### src/rtl/wb_arbiter.sv
// Writeback arbiter: one holding register per functional unit, round-robin
// selection of a single held result per cycle into a registered ROB writeback port.
module wb_arbiter #(
  parameter int unsigned NUM_REQ     = 3,
  parameter int unsigned ROB_IDX_W   = 6,
  parameter int unsigned SB_IDX_W    = 4,
  parameter int unsigned XCPT_CODE_W = 4,
  parameter logic [XCPT_CODE_W-1:0] XCPT_ILLEGAL_INSTR = XCPT_CODE_W'(2)
) (
  input  logic                                  clk_i,
  input  logic                                  rstn_i,
  input  logic                                  flush_i,
  input  logic [NUM_REQ-1:0]                    req_valid_i,
  output logic [NUM_REQ-1:0]                    req_ready_o,
  input  logic [NUM_REQ-1:0][ROB_IDX_W-1:0]     req_rob_idx_i,
  input  logic [NUM_REQ-1:0][31:0]              req_result_i,
  input  logic [NUM_REQ-1:0][31:0]              req_new_pc_i,
  input  logic [NUM_REQ-1:0]                    req_branch_taken_i,
  input  logic [NUM_REQ-1:0]                    req_xcpt_i,
  input  logic [NUM_REQ-1:0][XCPT_CODE_W-1:0]   req_xcpt_code_i,
  input  logic [NUM_REQ-1:0][SB_IDX_W-1:0]      req_sb_idx_i,
  output logic                                  wb_valid_o,
  output logic [ROB_IDX_W-1:0]                  wb_rob_idx_o,
  output logic [31:0]                           wb_result_o,
  output logic [31:0]                           wb_new_pc_o,
  output logic                                  wb_branch_taken_o,
  output logic [SB_IDX_W-1:0]                   wb_sb_idx_o,
  output logic                                  wb_xcpt_o,
  output logic [XCPT_CODE_W-1:0]                wb_xcpt_code_o,
  output logic [NUM_REQ-1:0]                    grant_o
);

  localparam int unsigned PTR_W = (NUM_REQ > 1) ? $clog2(NUM_REQ) : 1;
  localparam int unsigned IDX_W = PTR_W + 1;

  typedef struct packed {
    logic [ROB_IDX_W-1:0]   rob_idx;
    logic [31:0]            result;
    logic [31:0]            new_pc;
    logic                   branch_taken;
    logic                   xcpt;
    logic [XCPT_CODE_W-1:0] xcpt_code;
    logic [SB_IDX_W-1:0]    sb_idx;
  } payload_t;

  localparam payload_t WB_IDLE = '{rob_idx: '0, result: '0, new_pc: '0,
                                   branch_taken: 1'b0, xcpt: 1'b0,
                                   xcpt_code: XCPT_ILLEGAL_INSTR, sb_idx: '0};

  logic     [NUM_REQ-1:0] hold_valid_q, hold_valid_d;
  payload_t [NUM_REQ-1:0] hold_q, hold_d;
  payload_t [NUM_REQ-1:0] req_pl_c;
  logic     [PTR_W-1:0]   rr_ptr_q, rr_ptr_d;
  logic                   wb_valid_q, wb_valid_d;
  payload_t               wb_q, wb_d;
  logic     [NUM_REQ-1:0] grant_q, grant_d;

  logic     [NUM_REQ-1:0] gnt_c;
  logic     [PTR_W-1:0]   gnt_idx_c;
  logic                   gnt_any_c;
  logic     [IDX_W-1:0]   scan_idx_c;

  // Round-robin search starting at rr_ptr_q, wrapping modulo NUM_REQ
  always_comb begin
    gnt_c      = '0;
    gnt_idx_c  = '0;
    gnt_any_c  = 1'b0;
    scan_idx_c = '0;
    for (int unsigned n = 0; n < NUM_REQ; n++) begin
      scan_idx_c = IDX_W'(rr_ptr_q) + IDX_W'(n);
      if (scan_idx_c >= IDX_W'(NUM_REQ)) scan_idx_c = scan_idx_c - IDX_W'(NUM_REQ);
      if (!gnt_any_c && hold_valid_q[scan_idx_c[PTR_W-1:0]]) begin
        gnt_any_c = 1'b1;
        gnt_idx_c = scan_idx_c[PTR_W-1:0];
      end
    end
    gnt_c[gnt_idx_c] = gnt_any_c;
  end

  // A hold can take new data when empty or when it is draining this cycle
  assign req_ready_o = ~hold_valid_q | gnt_c;

  always_comb begin
    req_pl_c = '0;
    for (int unsigned i = 0; i < NUM_REQ; i++) begin
      req_pl_c[i].rob_idx      = req_rob_idx_i[i];
      req_pl_c[i].result       = req_result_i[i];
      req_pl_c[i].new_pc       = req_new_pc_i[i];
      req_pl_c[i].branch_taken = req_branch_taken_i[i];
      req_pl_c[i].xcpt         = req_xcpt_i[i];
      req_pl_c[i].xcpt_code    = req_xcpt_code_i[i];
      req_pl_c[i].sb_idx       = req_sb_idx_i[i];
    end
  end

  // Next state: flush drops holds, in-flight transfers and the pending grant
  always_comb begin
    hold_valid_d = hold_valid_q;
    hold_d       = hold_q;
    rr_ptr_d     = rr_ptr_q;
    wb_valid_d   = 1'b0;
    wb_d         = WB_IDLE;
    grant_d      = '0;
    for (int unsigned i = 0; i < NUM_REQ; i++) begin
      if (flush_i) begin
        hold_valid_d[i] = 1'b0;
      end else if (req_valid_i[i] && req_ready_o[i]) begin
        hold_valid_d[i] = 1'b1;
        hold_d[i]       = req_pl_c[i];
      end else if (gnt_c[i]) begin
        hold_valid_d[i] = 1'b0;
      end
    end
    if (!flush_i && gnt_any_c) begin
      wb_valid_d = 1'b1;
      wb_d       = hold_q[gnt_idx_c];
      grant_d    = gnt_c;
      rr_ptr_d   = (gnt_idx_c == PTR_W'(NUM_REQ - 1)) ? '0 : gnt_idx_c + PTR_W'(1);
    end
  end

  always_ff @(posedge clk_i or negedge rstn_i) begin
    if (!rstn_i) begin
      hold_valid_q <= '0;
      hold_q       <= '0;
      rr_ptr_q     <= '0;
      wb_valid_q   <= 1'b0;
      wb_q         <= WB_IDLE;
      grant_q      <= '0;
    end else begin
      hold_valid_q <= hold_valid_d;
      hold_q       <= hold_d;
      rr_ptr_q     <= rr_ptr_d;
      wb_valid_q   <= wb_valid_d;
      wb_q         <= wb_d;
      grant_q      <= grant_d;
    end
  end

  assign wb_valid_o        = wb_valid_q;
  assign wb_rob_idx_o      = wb_q.rob_idx;
  assign wb_result_o       = wb_q.result;
  assign wb_new_pc_o       = wb_q.new_pc;
  assign wb_branch_taken_o = wb_q.branch_taken;
  assign wb_sb_idx_o       = wb_q.sb_idx;
  assign wb_xcpt_o         = wb_q.xcpt;
  assign wb_xcpt_code_o    = wb_q.xcpt_code;
  assign grant_o           = grant_q;

endmodule
### config.mk
export PLATFORM = sky130hd
export DESIGN_NAME = wb_arbiter
export DESIGN_NICKNAME = d
export VERILOG_FILES = /design/src/rtl/wb_arbiter.sv
export SDC_FILE = /design/constraint.sdc
export NUM_CORES = 1
export LEC_CHECK = 0
export BUFFER_PORTS_ARGS = -buffer_cell sky130_fd_sc_hd__buf_2
export CAP_MARGIN = 40
export CORE_MARGIN = 10
export CORE_UTILIZATION = 30
export DETAILED_ROUTE_END_ITERATION = 8
export GPL_TIMING_DRIVEN = 0
export PLACE_DENSITY_LB_ADDON = 0.08
export SLEW_MARGIN = 20
export SYNTH_ARGS = -nofsm -noshare
export SYNTH_HDL_FRONTEND = slang
export SYNTH_SLANG_ARGS = --single-unit
### constraint.sdc
create_clock -name clk_i -period 2.85 [get_ports clk_i]
set_input_delay 0.285 -clock clk_i [delete_from_list [all_inputs] [get_ports clk_i]]
set_output_delay 0.285 -clock clk_i [all_outputs]
set_load 0.05 [all_outputs]
==> summary by stage <==
Routing
The number of DRC markers in iteration 0 is 633. Dividing the detail-routed via count by the number of cells gives approximately 4.8. The pre-antenna-repair detailed-routing pass consisted of 7 iterations. For this run, design rule violations remaining after detail routing come to 0. The wire length reported by the detailed router is around 46000 um. Summing over every cut layer, the via total after detailed routing is around 9800. The detail route stage leaves a number of antenna-violating nets equal to 0.

The post-detailed-route wirelength per cell is approximately 23 um.

Synthesis
The portion of netlist area occupied by mux cells is 0.214. The share of synthesized registers carrying an async set or reset is 1.00. Of the total synthesized cell area, the portion taken by XOR and XNOR cells is 0.

The number of nets handed over by synthesis was approximately 1100. The synthesized netlist occupies a cell area of between 10000 and 15000 sq um. The register area share after synthesis is 0.646.

The number of standard cells after synthesis is about 850. The dominant synthesized flop cell is sky130_fd_sc_hd__dfrtp_1. In this run, synthesis produced a sequential element count of approximately 330. Of the total synthesized cell area, the portion taken by AND, OR, NAND and NOR gates is 0.0394. The post-synthesis average cell area is 15.1 sq um.

The adder-cell share of the synthesized area is 0.00393. The number of distinct library cells after synthesis is 37. The synthesized design spends more area on one cell type than any other, namely sky130_fd_sc_hd__dfrtp_1. Sorting the synthesized cells by area gives the leading types as sky130_fd_sc_hd__dfrtp_1 (64%), sky130_fd_sc_hd__mux2_2 (13%), sky130_fd_sc_hd__mux2_1 (8.7%). The complex-gate fraction of the synthesized area is 0.0717. By area, the combinational part of the netlist is dominated by multiplexers. The fraction of synthesized cell area taken by the top area cell type is 0.644. The Yosys step of the flow raised 0 warnings. Yosys mapped a number of flops with a built-in enable equal to 0.

Placed design
Routability-driven placement finished with a final weighted congestion of slightly below 0.8. The detailed placer's ending HPWL is 32400 um. The count of input and output buffers is between 300 and 400. Before CTS, the worst setup slack after placement is -0.471 ns.

STA
The number of endpoints failing setup at the final stage is 0. For this run, the top clock speed supported by timing is ~360 MHz. The period utilization is 0.983.

The worst slew slack as a fraction of its limit is 0.522. Setup repair after global routing could not meet its margin everywhere. The pin slew with the least headroom to its limit is approximately 0.72 ns.

The worst-case setup margin in the final layout is between 0.04 and 0.05 ns. The final number of hold-violating endpoints is 0. Across the routed clock network, the largest skew measured is between 0.009 and 0.01 ns. The minimum period implied by the final worst setup slack is 2.80 ns. The final max-slew violation count is 0.

Global route
The remaining global-route overflow is 0. The largest net degree at the start of global routing is 89. The number of antenna violations at the first check in global routing is 9. For this run, global-route usage on met2 was measured as 0.305. The global-route total usage across every layer is 0.181. For this run, global-route usage on met3 was measured as 0.0396. The first-pass GRT wire length is 69200 um. The global routing met1 resource utilization is 0.226. The global-route layer with the greatest usage is met2. The via count of the first global-routing pass is approximately 11000.

Critical path
The endpoint of the worst register-to-register path is hold_q[208]. The required time at the worst-slack endpoint is approximately 2.6 ns. The launching element type of the critical path is a register. The worst setup path is of the register to output port kind. The cell count of the worst reg-to-reg path is 9. The worst setup slack for register-to-register paths is roughly 0.090 ns. STA classifies the critical path endpoint as an output port.

The startpoint identified for the worst register-to-register timing path is rr_ptr_q[1]. At the worst endpoint, the arrival time is between 2 and 3 ns. Of all nets on the critical path, the largest fanout is 6.

Clock tree
The clock tree buffer depth is 3. Clock tree synthesis inserted a total of 39 buffers. The source-to-sink clock delay at the later pin of the worst-skew pair is ~0.54 ns. The CTS tree is built. The maximum level of the CTS H-tree is 2. After clock tree synthesis, the clock-pin slew on the worst setup and hold paths is ~0.060 ns. The clock net in this run drives a total of around 330 sinks.

The cell at the root of the clock tree is sky130_fd_sc_hd__clkbuf_16.

Floorplanning
The floorplan step set the die width to about 230 um. around 330 I/O pins were placed. The area of the die is 51100 sq um. In this run the core area contains 75 standard-cell rows. The starting density of the core is 0.304.

From bottom edge to top edge, the die measures about 230 um. The core region is around 42000 sq um.

Finish
The share of the core filled with cells is 0.457. The net total in the final layout is 1720. Summing all flip-flop and latch instances after layout gives slightly above 8000 sq um. The number of fillers in the final layout is 3883. The area of combinational cells with multiple inputs is ~4300 sq um.

The layout overhead on the synthesized area is 50.5%. The fraction of final layout cells with drive strength greater than 1 is 0.405.

Power
Power spread over the standard cell area amounts to roughly 1000 nW/um^2. The cell internal power dissipation is between 10 and 15 mW. For this design the total switching power over the nets is approximately 7.0 mW.

Of the total power, the share spent switching nets is 0.366. Of the total power, combinational logic draws 0.381. The worst IR drop on VDD is between 500 and 600 uV. The fraction of power consumed by sequential logic is 0.368.

The clock share of power is 0.251. In this run the static leakage power is ~8.8 nW.

Flow run
Max-cap violations in this run came to 0.

Min path
The worst hold path begins at req_new_pc_i[42]. The count of cells along the worst hold path is 2. The min-delay analysis places its worst path in the category input pin to register. The end of the worst hold path is hold_q[100].

Outcome
The run finished with clean final reports.
## routing by layer
metal  wire (um)  vias up  part of all wire
met5          30        -           0.00065
met4         971        6             0.021
met3        2460       64             0.053
met2       22600      282              0.49
met1       19900     5002              0.43
li1            -     4399                 -
## final cells by class
| type | instances | area share |
|---|---|---|
| antenna | 6 | 0.000783 |
| buffer | 56 | 0.0228 |
| clock buffer | 63 | 0.0620 |
| clock inverter | 6 | 0.00189 |
| inverter | 6 | 0.00117 |
| multi-input combinational | 453 | 0.224 |
| sequential | 329 | 0.429 |
| tap | 539 | 0.0352 |
| timing repair buffer | 585 | 0.223 |
## kinds of logic (layout without fill, tap and decap cells)
| logic type | after synthesis | count (layout) |
|---|---|---|
| AND/OR/NAND/NOR | 111 | 111 |
| buffers and inverters | 64 | 716 |
| AO/OA/AOI/OAI | 96 | 96 |
| multiplexers | 242 | 242 |
| flip-flops | 329 | 329 |
| adder cells (fa/ha/maj) | 4 | 4 |
| other | 0 | 6 |
## synth_stat cells (2+ instances only)
cell,count
sky130_fd_sc_hd__mux2_2,142
sky130_fd_sc_hd__mux2_1,98
sky130_fd_sc_hd__ha_1,4
sky130_fd_sc_hd__a222oi_1,64
sky130_fd_sc_hd__buf_2,20
sky130_fd_sc_hd__and2_1,16
sky130_fd_sc_hd__nor2b_1,4
sky130_fd_sc_hd__a21oi_1,5
sky130_fd_sc_hd__dfrtp_1,328
sky130_fd_sc_hd__nand2b_1,4
sky130_fd_sc_hd__nor2_1,71
sky130_fd_sc_hd__buf_6,8
sky130_fd_sc_hd__clkbuf_1,30
sky130_fd_sc_hd__mux2i_1,2
sky130_fd_sc_hd__a221o_1,15
sky130_fd_sc_hd__o22ai_1,2
sky130_fd_sc_hd__nand3_1,2
sky130_fd_sc_hd__nand2_1,7
sky130_fd_sc_hd__inv_1,6
## layout by cell type (no fill, tap or decap), drive strengths merged, types with 2 or more instances in the layout
cell	count
mux2	240
a21oi	5
mux2i	2
clkbuf	96
ha	4
nor2b	4
and2	16
inv	7
or2	2
nand2	7
dlygate4sd3	243
diode	6
buf	365
dfrtp	328
nand3	2
nor2	71
o22ai	2
a221o	15
clkinv	5
a222oi	64
nand2b	4
o21ai	2
## worst max-delay path by stage
stage                            from        endpoint  slack [ns]  cells after the start
after CTS                 rr_ptr_q[1]  req_ready_o[0]       -0.02                      8
after global routing      rr_ptr_q[0]       hold_q[3]       -0.03                     10
after global placement         rstn_i      hold_q[27]       -5.37                      1
final                     rr_ptr_q[1]  req_ready_o[0]        0.05                      8
after floorplan           rr_ptr_q[0]      hold_q[83]        0.13                     10
after detailed placement  rr_ptr_q[0]     hold_q[227]       -0.47                      9
## metrics by stage
stage / std cells / hold slack [ns] / area (sq um) / power (mW) / TNS, ns
finish: 2043 / 0.0412 / 19200 / 19.1 / 0
global placement: 1717 / 0.462 / 15100 / 13.7 / -1856.11
CTS: 2035 / 0.00106 / 19000 / 19.2 / -0.0219
global route: 2043 / 0.0205 / 19200 / 20.2 / -0.597
detailed placement: 1725 / 0.361 / 15300 / 13.8 / -91.77
floorplan: 846 / -0.0106 / 12700 / 11.4 / 0
## worst max-delay path, stage by stage (launching register included)
cell and delay (ns):
sky130_fd_sc_hd__dfrtp_1 0.40, sky130_fd_sc_hd__buf_4 0.15, sky130_fd_sc_hd__ha_4 0.29, sky130_fd_sc_hd__inv_1 0.05
sky130_fd_sc_hd__or3b_4 0.42, sky130_fd_sc_hd__a31o_4 0.27, sky130_fd_sc_hd__a31oi_4 0.15, sky130_fd_sc_hd__inv_1 0.09
sky130_fd_sc_hd__buf_6 0.16
## registers in the layout, indices dropped and copies added, names as in the netlist, 2 cells and up
name and cells:
wb_result_o 32, hold_valid_q 3, wb_xcpt_code_o 4, grant_o 3, wb_sb_idx_o 4, rr_ptr_q 2
hold_q 240, wb_new_pc_o 32, wb_rob_idx_o 6
## power by group through the flow
stage          clock network [mW]  logic (mW)  registers [mW]
2_1_floorplan                   0        3.48            7.95
3_3_place_gp                    0        6.58            7.10
3_5_place_dp                    0        6.72            7.11
4_1_cts                      4.96        7.20            7.04
5_1_grt                      5.15        7.83            7.23
6_report                     4.79        7.27            7.04
## repair_timing
item / 4_1_cts / 5_1_grt
pin swaps: 9 / 5
setup buffers: 0 / 3
resized for setup: 38 / 52
hold buffers: 243 / 0
setup endpoints to repair: 313 / 248
hold endpoints to repair: 328 / 0
Power figures use the tool's default switching activity.
